$ cat config.mk
export PLATFORM = sky130hd
export DESIGN_NAME = ddr_term_ctrl
export DESIGN_NICKNAME = d
export VERILOG_FILES = /design/src/rtl/ddr_term_ctrl.sv
export SDC_FILE = /design/constraint.sdc
export NUM_CORES = 1
export LEC_CHECK = 0
export BUFFER_PORTS_ARGS = -buffer_cell sky130_fd_sc_hd__buf_2
export CAP_MARGIN = 15
export CELL_PAD_IN_SITES_DETAIL_PLACEMENT = 0
export CELL_PAD_IN_SITES_GLOBAL_PLACEMENT = 1
export CORE_MARGIN = 2
export CORE_UTILIZATION = 41
export DETAILED_ROUTE_END_ITERATION = 12
export GPL_TIMING_DRIVEN = 0
export MAX_ROUTING_LAYER = met4
export PLACE_DENSITY = 0.87
export SLEW_MARGIN = 20
export SYNTH_ARGS = -nofsm -noshare
export SYNTH_HDL_FRONTEND = slang
export SYNTH_SLANG_ARGS = --single-unit
$ cat constraint.sdc
create_clock -name ifclk -period 9.9 [get_ports ifclk]
set_input_delay 0.99 -clock ifclk [delete_from_list [all_inputs] [get_ports ifclk]]
set_output_delay 0.99 -clock ifclk [all_outputs]
set_load 0.05 [all_outputs]
$ cat src/rtl/ddr_term_ctrl.sv
// ddr_term_ctrl: bridges FX3 device-interface block transfers onto one
// Spartan-6 MCB user port. Writes are packed into write-FIFO bursts and
// read data is prefetched in bursts, then streamed out of the MCB read FIFO.
module ddr_term_ctrl #(
   parameter logic [15:0] TERM_ADDR = 16'h0040,
   parameter int          BURST_LEN = 32
) (
   input  logic        ifclk,
   input  logic        reset,
   input  logic [15:0] di_term_addr,
   input  logic [31:0] di_reg_addr,
   input  logic [31:0] di_len,
   input  logic        di_read_mode,
   input  logic        di_read,
   input  logic        di_write_mode,
   input  logic        di_write,
   input  logic [31:0] di_reg_datai,
   output logic        di_read_rdy,
   output logic [31:0] di_reg_datao,
   output logic        di_write_rdy,
   output logic [15:0] di_transfer_status,
   output logic        mcb_cmd_en,
   output logic [2:0]  mcb_cmd_instr,
   output logic [5:0]  mcb_cmd_bl,
   output logic [29:0] mcb_cmd_byte_addr,
   input  logic        mcb_cmd_full,
   output logic        mcb_wr_en,
   output logic [3:0]  mcb_wr_mask,
   output logic [31:0] mcb_wr_data,
   input  logic        mcb_wr_full,
   input  logic        mcb_wr_underrun,
   input  logic        mcb_wr_error,
   output logic        mcb_rd_en,
   input  logic [31:0] mcb_rd_data,
   input  logic        mcb_rd_empty,
   input  logic        mcb_rd_overflow,
   input  logic        mcb_rd_error
);

   localparam logic [5:0] BURST     = 6'(BURST_LEN);
   localparam logic [7:0] OUTST_MAX = 8'd64;

   typedef enum logic [2:0] {
      IDLE,
      WR_FILL,
      WR_CMD,
      RD_RUN,
      RD_FLUSH,
      DONE
   } state_t;

   state_t      state, state_n;
   logic [29:0] addr, addr_n;
   logic [29:0] words, words_n;
   logic [29:0] req, req_n;
   logic [5:0]  fill, fill_n;
   logic [6:0]  outst, outst_n;
   logic [5:0]  status, status_n;
   logic        wr_mode_q, rd_mode_q;

   logic        sel;
   logic        wr_rise, rd_rise;
   logic [5:0]  burst_n;
   logic        issue;
   logic        pop;
   logic        unused_bits;

   assign unused_bits = &{1'b0, di_reg_addr[31:30], di_reg_addr[1:0]};

   assign sel     = (di_term_addr == TERM_ADDR);
   assign wr_rise = di_write_mode & ~wr_mode_q;
   assign rd_rise = di_read_mode & ~rd_mode_q;

   // Read command sizing: next burst is the smaller of the remaining request and
   // the burst limit, and it may only go out if the read FIFO can absorb it.
   always_comb begin
      burst_n = (req < {24'd0, BURST}) ? req[5:0] : BURST;
      issue   = (state == RD_RUN) && (req != 30'd0) && !mcb_cmd_full &&
                (({1'b0, outst} + {2'b00, burst_n}) <= OUTST_MAX);
   end

   // Next-state, datapath updates and all port outputs; outputs are forced
   // quiet while reset is held so nothing reaches the MCB mid-reset.
   always_comb begin
      state_n           = state;
      addr_n            = addr;
      words_n           = words;
      req_n             = req;
      fill_n            = fill;
      outst_n           = outst;
      status_n          = status | {2'b00, mcb_rd_error, mcb_rd_overflow,
                                    mcb_wr_error, mcb_wr_underrun};
      pop               = 1'b0;
      di_read_rdy       = 1'b0;
      di_reg_datao      = 32'd0;
      di_write_rdy      = 1'b0;
      mcb_cmd_en        = 1'b0;
      mcb_cmd_instr     = 3'b000;
      mcb_cmd_bl        = 6'd0;
      mcb_cmd_byte_addr = 30'd0;
      mcb_wr_en         = 1'b0;
      mcb_wr_data       = 32'd0;
      mcb_rd_en         = 1'b0;

      case (state)
         IDLE: begin
            if (sel && (wr_rise || rd_rise)) begin
               addr_n   = {di_reg_addr[29:2], 2'b00};
               words_n  = di_len[31:2];
               req_n    = di_len[31:2];
               fill_n   = 6'd0;
               outst_n  = 7'd0;
               status_n = 6'd0;
               if ((di_len[1:0] != 2'b00) || (di_len[31:2] == 30'd0)) begin
                  status_n[4] = 1'b1;
                  state_n     = DONE;
               end else if (wr_rise) begin
                  state_n = WR_FILL;
               end else begin
                  state_n = RD_RUN;
               end
            end
         end

         WR_FILL: begin
            di_write_rdy = sel && !mcb_wr_full && (fill < BURST);
            if (di_write && di_write_rdy) begin
               mcb_wr_en   = 1'b1;
               mcb_wr_data = di_reg_datai;
               fill_n      = fill + 6'd1;
               words_n     = words - 30'd1;
            end
            if ((fill_n == BURST) || (words_n == 30'd0)) begin
               state_n = WR_CMD;
            end else if (!di_write_mode) begin
               status_n[5] = 1'b1;
               state_n     = (fill_n != 6'd0) ? WR_CMD : DONE;
            end
         end

         WR_CMD: begin
            if (!mcb_cmd_full) begin
               mcb_cmd_en        = 1'b1;
               mcb_cmd_instr     = 3'b000;
               mcb_cmd_bl        = fill - 6'd1;
               mcb_cmd_byte_addr = addr;
               addr_n            = addr + {22'd0, fill, 2'b00};
               fill_n            = 6'd0;
               if ((words != 30'd0) && di_write_mode) begin
                  state_n = WR_FILL;
               end else begin
                  if (words != 30'd0) status_n[5] = 1'b1;
                  state_n = DONE;
               end
            end
         end

         RD_RUN: begin
            di_read_rdy  = sel && !mcb_rd_empty;
            di_reg_datao = sel ? mcb_rd_data : 32'd0;
            pop          = di_read && di_read_rdy;
            mcb_rd_en    = pop;
            if (issue) begin
               mcb_cmd_en        = 1'b1;
               mcb_cmd_instr     = 3'b001;
               mcb_cmd_bl        = burst_n - 6'd1;
               mcb_cmd_byte_addr = addr;
               addr_n            = addr + {22'd0, burst_n, 2'b00};
               req_n             = req - {24'd0, burst_n};
            end
            outst_n = outst + (issue ? {1'b0, burst_n} : 7'd0) - (pop ? 7'd1 : 7'd0);
            if (pop) words_n = words - 30'd1;
            if (words_n == 30'd0) begin
               state_n = DONE;
            end else if (!di_read_mode) begin
               status_n[5] = 1'b1;
               state_n     = (outst_n != 7'd0) ? RD_FLUSH : DONE;
            end
         end

         RD_FLUSH: begin
            mcb_rd_en = !mcb_rd_empty;
            if (!mcb_rd_empty && (outst != 7'd0)) outst_n = outst - 7'd1;
            if (outst_n == 7'd0) state_n = DONE;
         end

         DONE: begin
            if (!di_write_mode && !di_read_mode) state_n = IDLE;
         end

         default: state_n = IDLE;
      endcase

      if (reset) begin
         di_read_rdy       = 1'b0;
         di_reg_datao      = 32'd0;
         di_write_rdy      = 1'b0;
         mcb_cmd_en        = 1'b0;
         mcb_cmd_instr     = 3'b000;
         mcb_cmd_bl        = 6'd0;
         mcb_cmd_byte_addr = 30'd0;
         mcb_wr_en         = 1'b0;
         mcb_wr_data       = 32'd0;
         mcb_rd_en         = 1'b0;
      end
   end

   // State and datapath registers with synchronous reset; mode bits are
   // delayed one cycle so IDLE can see their rising edges.
   always_ff @(posedge ifclk) begin
      if (reset) begin
         state     <= IDLE;
         addr      <= 30'd0;
         words     <= 30'd0;
         req       <= 30'd0;
         fill      <= 6'd0;
         outst     <= 7'd0;
         status    <= 6'd0;
         wr_mode_q <= 1'b0;
         rd_mode_q <= 1'b0;
      end else begin
         state     <= state_n;
         addr      <= addr_n;
         words     <= words_n;
         req       <= req_n;
         fill      <= fill_n;
         outst     <= outst_n;
         status    <= status_n;
         wr_mode_q <= di_write_mode;
         rd_mode_q <= di_read_mode;
      end
   end

   assign di_transfer_status = {10'd0, status};
   assign mcb_wr_mask        = 4'd0;

endmodule
==> results of run 1 <==
## critical path, delay by kind of cell, from the launching register on
family / cells / cell delay, ns
multiplexers: 1 / 0.18
XOR/XNOR: 2 / 0.33
AND/OR/NAND/NOR: 10 / 2.60
AO/OA/AOI/OAI: 7 / 1.38
flip-flops: 1 / 0.37
buffers and inverters: 5 / 0.90
adder cells (fa/ha/maj): 4 / 1.09
## stage by stage
step	hold slack [ns]	area (um2)	instances	setup WS (ns)	util [%]
2_1_floorplan	0.436	10800	1555	4.09	-
3_3_place_gp	0.429	12500	2151	3.10	48.3
3_5_place_dp	0.441	12500	2151	3.07	48.3
4_1_cts	0.462	12800	2167	3.02	49.4
5_1_grt	0.486	12800	2168	2.47	49.5
6_report	0.462	12800	2168	2.95	49.5
## cells by family (layout without fill, tap and decap cells)
| group | count (synthesis) | count (layout) | share of synthesized area [%] |
|---|---|---|---|
| and+or+nand+nor | 662 | 662 | 32.8 |
| xor gates and xnor gates | 52 | 52 | 4.24 |
| buffers and inverters | 193 | 470 | 8.38 |
| DFF | 112 | 112 | 20.9 |
| adders and majority gates | 33 | 33 | 4.06 |
| muxes | 11 | 11 | 1.05 |
| AOI/OAI and AO/OA | 473 | 473 | 28.5 |
| other | 2 | 20 | 0.0700 |
## power groups by stage
stage | logic (mW) | registers (mW) | clock network [mW]
after floorplan | 0.996 | 0.621 | 0
after CTS | 1.43 | 0.630 | 0.395
after global routing | 1.58 | 0.645 | 0.414
after detailed placement | 1.42 | 0.640 | 0
final | 1.47 | 0.634 | 0.394
after global placement | 1.42 | 0.638 | 0
## registers in the layout, indices dropped and copies added (netlist names)
| name | flops |
|---|---|
| addr | 28 |
| wr_mode_q | 1 |
| fill | 6 |
| req | 30 |
| status | 6 |
| state | 3 |
| rd_mode_q | 1 |
| words | 30 |
| outst | 7 |
## layout by cell type, fill, tap and decap left out, types with 30 or more instances in the layout
cell      count
a211oi_1     43
xnor2_1      37
and2_1       99
nor3_1       67
nor2_1      178
clkbuf_1     93
nor4_1       38
nand2_1     108
a21oi_1     130
inv_1        51
buf_2       273
dfxtp_1     112
o21ai_0     104
ha_1         30
## routing by layer
layer	track usage (%)	up-vias	share of wire, %
met2	52.8	716	46
met5	-	-	0
met1	43.4	6211	42
met4	13.3	0	4.0
met3	6.22	134	8.5
li1	-	6155	-
## worst paths after layout
kind                        startpoint                    end  slack [ns]  depth (start not counted)
hold reg to reg   status[0]$_SDFF_PP0_   status[0]$_SDFF_PP0_        0.46                          1
setup reg to reg  req[11]$_SDFFE_PP0P_  state[0]$_SDFFE_PP0P_        2.95                         29
hold / removal    status[0]$_SDFF_PP0_   status[0]$_SDFF_PP0_        0.46                          1
setup / recovery  req[11]$_SDFFE_PP0P_  state[0]$_SDFFE_PP0P_        2.95                         29
## area by class of cell
class	instances	area share (%)
plain buffers	140	5.47
clock inverters	6	0.449
clock buffers	10	1.79
diodes	1	0.0195
repair buffers	261	10.2
inverters	53	1.55
multi-input cells	1250	59.8
flip-flops and latches	112	17.5
well taps	335	3.27
==> reports/results.tsv, run 1 <==
metric	value	unit
cts_setup_buffers	0	
p_seq_share	25.4	%
dr.first_iter.drc_count	1646	
fillCellCount	2716	
grt_pass1_vias	12000	
holdBufCountCts	0	
yosysMostFrequentCell	nor2_1	
p_int	1.20	mW
clkLatencyLatePin	0.39	ns
multi_input_area	0.00766	mm2
cp.required	10.18	ns
grt_overflow	0	
clk_pin_slew	0.09	ns
fp.dieArea	0.0275	mm2
die_x	166	um
period_needed	6.95	ns
p_per_area	195	mW/mm2
max-clock-path-buffers	2	
slew_headroom	32.9	%
synth-edff-count	0	
finClkSkew	0.0213	ns
worst_setup_path_start_kind	flop	
p_leak	5.35	nW
synth_top_area_cell	dfxtp_1	
initial_core_util	41.4	%
syn_area	0.0107	mm2
ys_seq_area_share	20.9	%
pwr-share-comb	58.8	%
cts_root_buf	clkbuf_16	
hold_class	flop to flop	
critPathCaptureType	flop	
numCtsBuffers	9	
slowest_stage	or4_4	
fin_crit_sh	70.2	%
switching_share	52.1	%
clock-sinks	112	
core-area	0.0259	mm2
wire_per_inst	21.9	um
worst_pin_slew	1.01	ns
grt_pass1_wl	71000	um
cts-htree-levels	3	
viasPerCell	6.10	
setup_viol_count_final	0	
ant_nets	0	
status	finished, final reports clean	
final_nets	2017	
wl	47600	um
timing.final.max_slew_violations	0	
synth-seq-cells	112	
worstPathArrival	7.23	ns
die_y	166	um
max_freq	0.144	GHz
cap_violations	0	
cpPeakStageDelay	0.61	ns
ff_latch_area	0.00224	mm2
drive_gt1_share	20.7	%
setup_tns	0	ns
syn_area_per_cell	6.98	um2
place_congestion	0.987	
p_total	2.49	mW
detail_route.first_pass.iterations	6	
area_growth	19.4	%
hold_violations	0	
drc	0	
dpl.hpwl	36300	um
cts_tree	done	
synth_top_cell_area_share	20.9	%
grtUsageTotal	33.8	%
worstSetupPathType	flop to flop	
synthTopCellsByArea	dfxtp_1, nor2_1, a21oi_1	
antenna_found_initial	1	
path_max_fanout	10	
cts-resized-gates	0	
rsz0062_at_grt	no	
p_sw	1.30	mW
synthFlopType	dfxtp_1	
yosysWarnings	0	
synthCells	1538	
num_vias	13200	
ir_drop	0.000152	V
postSynth.asyncResetShare	0	%
grt_max_degree	21	
rows	59	
clkPwrFrac	15.8	%
ioPinCount	285	
netlist_top_cells_count	nor2_1, a21oi_1, dfxtp_1	
synth.distinct_cells	108	
portBuffers	261	
Note: power is estimated with default switching activity, not from simulation.
==> run 2: changes to the inputs <==
--- a/config.mk
+++ b/config.mk
@@ -5,16 +5,17 @@
 export SDC_FILE = /design/constraint.sdc
 export NUM_CORES = 1
 export LEC_CHECK = 0
+export ABC_AREA = 1
 export BUFFER_PORTS_ARGS = -buffer_cell sky130_fd_sc_hd__buf_2
 export CAP_MARGIN = 15
 export CELL_PAD_IN_SITES_DETAIL_PLACEMENT = 0
 export CELL_PAD_IN_SITES_GLOBAL_PLACEMENT = 1
 export CORE_MARGIN = 2
-export CORE_UTILIZATION = 41
+export CORE_UTILIZATION = 36
 export DETAILED_ROUTE_END_ITERATION = 12
 export GPL_TIMING_DRIVEN = 0
 export MAX_ROUTING_LAYER = met4
-export PLACE_DENSITY = 0.87
+export PLACE_DENSITY = 0.81
 export SLEW_MARGIN = 20
 export SYNTH_ARGS = -nofsm -noshare
 export SYNTH_HDL_FRONTEND = slang
==> constraint.sdc (replaced) <==
create_clock -name ifclk -period 6.41 [get_ports ifclk]
set_input_delay 0.641 -clock ifclk [delete_from_list [all_inputs] [get_ports ifclk]]
set_output_delay 0.641 -clock ifclk [all_outputs]
set_load 0.05 [all_outputs]
==> run 2 against run 1 <==
Synthesized cell count rose by 33%. Critical path depth rose by 4. Utilization fell by 5.5 points. Non-clock buffer count fell by 40. Power rose by 100%. Sequential power rose by 77%. First-iteration DRC count fell by 31%. Global-route usage fell by 4.0 points. Worst setup slack got worse by 2.0 ns. Highest routed layer unchanged.
==> reports/results.tsv, run 2 <==
metric	value	unit
cpPeakStageDelay	0.42	ns
clock-sinks	112	
synthFlopType	dfxtp_1	
synthTopCellsByArea	dfxtp_1, nand2_1, nor2_1	
max_freq	0.185	GHz
dr.first_iter.drc_count	1135	
syn_area	0.0113	mm2
grt_overflow	0	
synth_simple_gate_area_share	45.5	%
r2r_start	req[7]$_SDFFE_PP0P_	
cts_root_buf	clkbuf_16	
initial_core_util	36.8	%
hold_violations	0	
clk_pin_slew	0.09	ns
synthAdderAreaFrac	3.84	%
fin_ws	0.993	ns
crit_path_start	req[7]$_SDFFE_PP0P_	
portBuffers	262	
ioPinCount	285	
min_to	status[1]$_SDFF_PP0_	
postSynth.asyncResetShare	0	%
synth_top_area_cell	dfxtp_1	
p_total	5.11	mW
status	finished, final reports clean	
wl	48700	um
place_inst	2714	
ys_seq_area_share	19.8	%
p_per_area	377	mW/mm2
worstSetupPathType	flop to flop	
fp.dieArea	0.0329	mm2
cap_violations	0	
setup_viol_count_final	0	
fin_crit_sh	84.5	%
reg2reg_setup_slack	0.99	ns
grt_max_degree	19	
max-clock-path-buffers	2	
ant_nets	0	
finish.utilization	44.0	%
synthCells	2039	
worstPathArrival	5.73	ns
synth_top_cell_area_share	19.8	%
drc	0	
dpl.hpwl	39100	um
netlist_top_cells_count	nand2_1, nor2_1, inv_1	
timing.rr.end	state[0]$_SDFFE_PP0P_	
min_from	mcb_wr_error	
yosysMostFrequentCell	nand2_1	
fin_cells	2735	
synth_mux_area_share	0.353	%
syn_area_per_cell	5.56	um2
ff2ff_path_depth	33	
cp.required	6.72	ns
path_delay_family	simple AND/OR/NAND/NOR gates	
cts_setup_buffers	0	
rows	64	
num_vias	14200	
synth_compound_area_share	13.5	%
top_regs	req (30), words (30), addr (28)	
cts-htree-levels	3	
cts_tree	done	
finClkSkew	0.0132	ns
cts-resized-gates	0	
final_cell_mix	nand2_1, nor2_1, buf_2	
numCtsBuffers	9	
grt_pass1_vias	13300	
synth-seq-cells	112	
place_congestion	0.962	
path_max_fanout	10	
synth_top_family_by_area	simple AND/OR/NAND/NOR gates	
die_y	181	um
drive_gt1_share	15.4	%
holdPathStages	3	
timing.final.max_slew_violations	0	
p_leak	7.29	nW
hold_class	input pin to flop	
stdcell_area	0.0136	mm2
layout_commonest_cell	nand2_1	
place_area	0.0132	mm2
die_x	181	um
synth-edff-count	0	
rsz0062_at_grt	no	
critPathCaptureType	flop	
yosysWarnings	0	
ir_drop	0.000198	V
clkLatencyLatePin	0.38	ns
synth-xor-area-share	4.17	%
setup_tns	0	ns
synth.distinct_cells	51	
area_growth	19.5	%
period_needed	5.42	ns
worst_pin_slew	1.15	ns
viasPerCell	5.20	
grt_pass1_wl	74500	um
holdBufCountCts	0	
hold_ws	0.473	ns
worst_setup_path_start_kind	flop	
core-area	0.0308	mm2
wire_per_inst	17.8	um
antenna_found_initial	5	
final_nets	2519	
slowest_stage	fa_1	
grtUsageTotal	29.8	%
detail_route.first_pass.iterations	6	
pre_cts_ws	1.04	ns
slew_headroom	23.4	%
cp.buffers_inverters	5	
[run 2: changes by cell type after synthesis, sizes merged, moves of 19 or more]
cell / change
clkbuf: -37
a211oi: -42
nor3: -46
nor3b: +28
or3: -19
nor4: -32
nand3: +68
and2: -101
xnor2: -27
inv: +207
xor2: +29
a21oi: -54
nor2: +203
nand2: +492
[run 2: metal layers]
metal / track usage (%) / part of all wire [%]
met5: - / 0
met3: 3.73 / 7.0
met1: 35.5 / 42
met2: 50.2 / 47
met4: 13.9 / 4.3
[run 2: area by class of cell]
type | instances | area, um2
Fill cell | 3476 | 17300
Multi-Input combinational cell | 1584 | 7710
Sequential cell | 112 | 2240
Timing Repair Buffer | 262 | 1310
Inverter | 261 | 980
Tap cell | 396 | 495
Buffer | 99 | 477
Clock buffer | 10 | 239
Clock inverter | 6 | 91.3
Antenna cell | 5 | 12.5
[run 2: report_power, final]
| part | switching, mW | internal (mW) |
|---|---|---|
| Sequential | 0.241 | 0.884 |
| Combinational | 2.30 | 1.00 |
| Clock | 0.322 | 0.357 |
[run 2: how the worst max path moves through the flow]
stage	endpoint	slack, ns	cells after the start
4_1_cts	state[0]$_SDFFE_PP0P_	1.01	33
5_1_grt	state[0]$_SDFFE_PP0P_	0.50	33
2_1_floorplan	state[0]$_SDFFE_PP0P_	1.91	31
3_3_place_gp	state[0]$_SDFFE_PP0P_	1.04	33
3_5_place_dp	state[0]$_SDFFE_PP0P_	1.04	33
6_report	state[0]$_SDFFE_PP0P_	0.99	33
[run 2: kinds of logic (layout without fill, tap and decap cells)]
family / count (synthesis) / in the layout
simple gates: 1214 / 1214
fa+ha+maj: 33 / 33
mux: 4 / 4
xor+xnor: 54 / 54
compound gates: 260 / 260
buf+inv: 360 / 638
flops: 112 / 112
other cells: 2 / 24
[run 2: worst register-to-register path: cells and delay by family (launching register included)]
family,cells,cell delay [ns]
AOI/OAI and AO/OA,5,0.85
adders and majority gates,5,1.52
DFF,1,0.36
and+or+nand+nor,17,2.02
xor gates and xnor gates,1,0.18
buffers and inverters,5,0.44
==> run 3: changes to the inputs <==
==> constraint.sdc (replaced) <==
create_clock -name ifclk -period 5.68 [get_ports ifclk]
set_input_delay 0.568 -clock ifclk [delete_from_list [all_inputs] [get_ports ifclk]]
set_output_delay 0.568 -clock ifclk [all_outputs]
set_load 0.05 [all_outputs]
==> run 3 against run 2 <==
Combinational power rose by 13%. Clock power rose by 12%. Cell count did not move. Critical path depth fell by 2. Wire length fell by 0.14%. Register-to-register slack got worse by 0.61 ns. Count of clock-buffer cells in the layout did not move. Sequential share of layout area barely moved. Hold slack got worse by 0.070 ns. First-iteration DRC count fell by 1.9%. Via count fell by 0.11%. Sequential cell count did not move. Critical path type unchanged. Largest cell class unchanged. Highest routed layer unchanged.
==> reports/results.tsv, run 3 (synthesized netlist as in run 2, its figures left out) <==
metric	value	unit
numCtsBuffers	9	
dpl.hpwl	39100	um
cp.required	5.99	ns
fin_crit_sh	93.3	%
fin_ws	0.381	ns
dr.first_iter.drc_count	1113	
hold_ws	0.403	ns
wl	48600	um
area_growth	19.7	%
grtUsageTotal	29.8	%
ioPinCount	285	
drive_gt1_share	15.5	%
timing.final.max_slew_violations	0	
fp.dieArea	0.0329	mm2
holdBufCountCts	0	
clkPwrFrac	13.2	%
die_x	181	um
ir_drop	0.000225	V
ant_nets	0	
pre_cts_ws	0.307	ns
worstPathArrival	5.61	ns
path_max_fanout	10	
clock-sinks	112	
grt_pass1_wl	74500	um
setup_viol_count_final	0	
cp.buffers_inverters	6	
hold_class	input pin to flop	
cts_root_buf	clkbuf_16	
grt_max_degree	19	
grt_overflow	0	
final_cell_mix	nand2_1, nor2_1, buf_2	
p_seq_share	22.0	%
status	finished, final reports clean	
cap_violations	0	
pwr-share-comb	64.8	%
p_sw	3.23	mW
worstSetupPathType	flop to flop	
rsz0062_at_grt	no	
setup_tns	0	ns
layout_commonest_cell	nand2_1	
cts_tree	done	
critPathCaptureType	flop	
wire_per_inst	17.8	um
p_leak	7.29	nW
p_per_area	425	mW/mm2
max-clock-path-buffers	2	
p_int	2.54	mW
portBuffers	262	
final_nets	2519	
initial_core_util	36.8	%
worst_pin_slew	1.13	ns
viasPerCell	5.19	
slew_headroom	24.8	%
max_freq	0.189	GHz
drc	0	
hold_violations	0	
detail_route.first_pass.iterations	8	
rows	64	
clk_pin_slew	0.09	ns
slowest_stage	fa_1	
path_delay_family	simple AND/OR/NAND/NOR gates	
finClkSkew	0.0129	ns
top_regs	req (30), words (30), addr (28)	
place_congestion	0.962	
switching_share	56.0	%
cpPeakStageDelay	0.48	ns
die_y	181	um
core-area	0.0308	mm2
grt_pass1_vias	13300	
p_total	5.77	mW
cts-htree-levels	3	
worst_setup_path_start_kind	flop	
num_vias	14200	
clkLatencyLatePin	0.38	ns
period_needed	5.30	ns
antenna_found_initial	5	
-- run 3: changes by cell type in the layout (fill, tap and decap cells not counted) --
cell | previous run | this run
clkinvlp_4 | 2 | 3
clkinv_1 | 2 | 1
nor2_4 | 3 | 6
o21ai_0 | 97 | 96
nor2_1 | 368 | 366
o21ai_1 | 3 | 4
nor2_2 | 13 | 12
-- run 3: worst reg2reg max path, delay by kind of cell, from the launching register on --
family	cells	cell delay, ns
AO/OA/AOI/OAI	3	0.43
adder cells (fa/ha/maj)	5	1.57
buffers and inverters	6	0.48
flip-flops	1	0.34
AND/OR/NAND/NOR	17	2.45
-- run 3: area by class of cell --
type                            count  area (um2)
Antenna cell                        5        12.5
Buffer                             99         477
Clock buffer                       10         239
Clock inverter                      6        91.3
Fill cell                        3477       17300
Inverter                          261         983
Multi-Input combinational cell   1584        7730
Sequential cell                   112        2240
Tap cell                          396         495
Timing Repair Buffer              262        1310
-- run 3: per-layer routing --
metal	global-route usage (%)	vias to the layer above	wire length [um]
met4	13.9	0	2070
met2	50.2	636	22800
met3	3.73	90	3350
met1	35.5	6405	20400
met5	-	-	0
li1	-	7072	-
-- run 3: power by group through the flow --
stage / combinational [mW] / clock (mW) / sequential (mW)
2_1_floorplan: 2.68 / 0 / 1.21
3_3_place_gp: 3.64 / 0 / 1.27
3_5_place_dp: 3.66 / 0 / 1.28
4_1_cts: 3.68 / 0.767 / 1.26
5_1_grt: 4.21 / 0.798 / 1.30
6_report: 3.73 / 0.763 / 1.27
-- run 3: path summary, 6_finish.rpt --
check                           depth (start not counted)                  from  slack [ns]                    end
worst max-delay path                                   31   req[6]$_SDFFE_PP0P_        0.38  state[0]$_SDFFE_PP0P_
worst min-delay path                                    3          mcb_wr_error        0.40   status[1]$_SDFF_PP0_
worst max register to register                         31   req[6]$_SDFFE_PP0P_        0.38  state[0]$_SDFFE_PP0P_
worst min register to register                          2  status[2]$_SDFF_PP0_        0.48   status[2]$_SDFF_PP0_
-- run 3: timing repair --
| item | 4_1_cts | 5_1_grt |
|---|---|---|
| resized for setup | 0 | 7 |
| setup endpoints to repair | 0 | 1 |
| setup buffers | 0 | 0 |
-- run 3: metrics by stage --
step / cells / instance area [um2] / utilization [%]
2_1_floorplan: 2056 / 11400 / -
3_3_place_gp: 2714 / 13200 / 42.9
3_5_place_dp: 2714 / 13200 / 42.9
4_1_cts: 2730 / 13500 / 43.9
5_1_grt: 2735 / 13600 / 44.0
6_report: 2735 / 13600 / 44.0
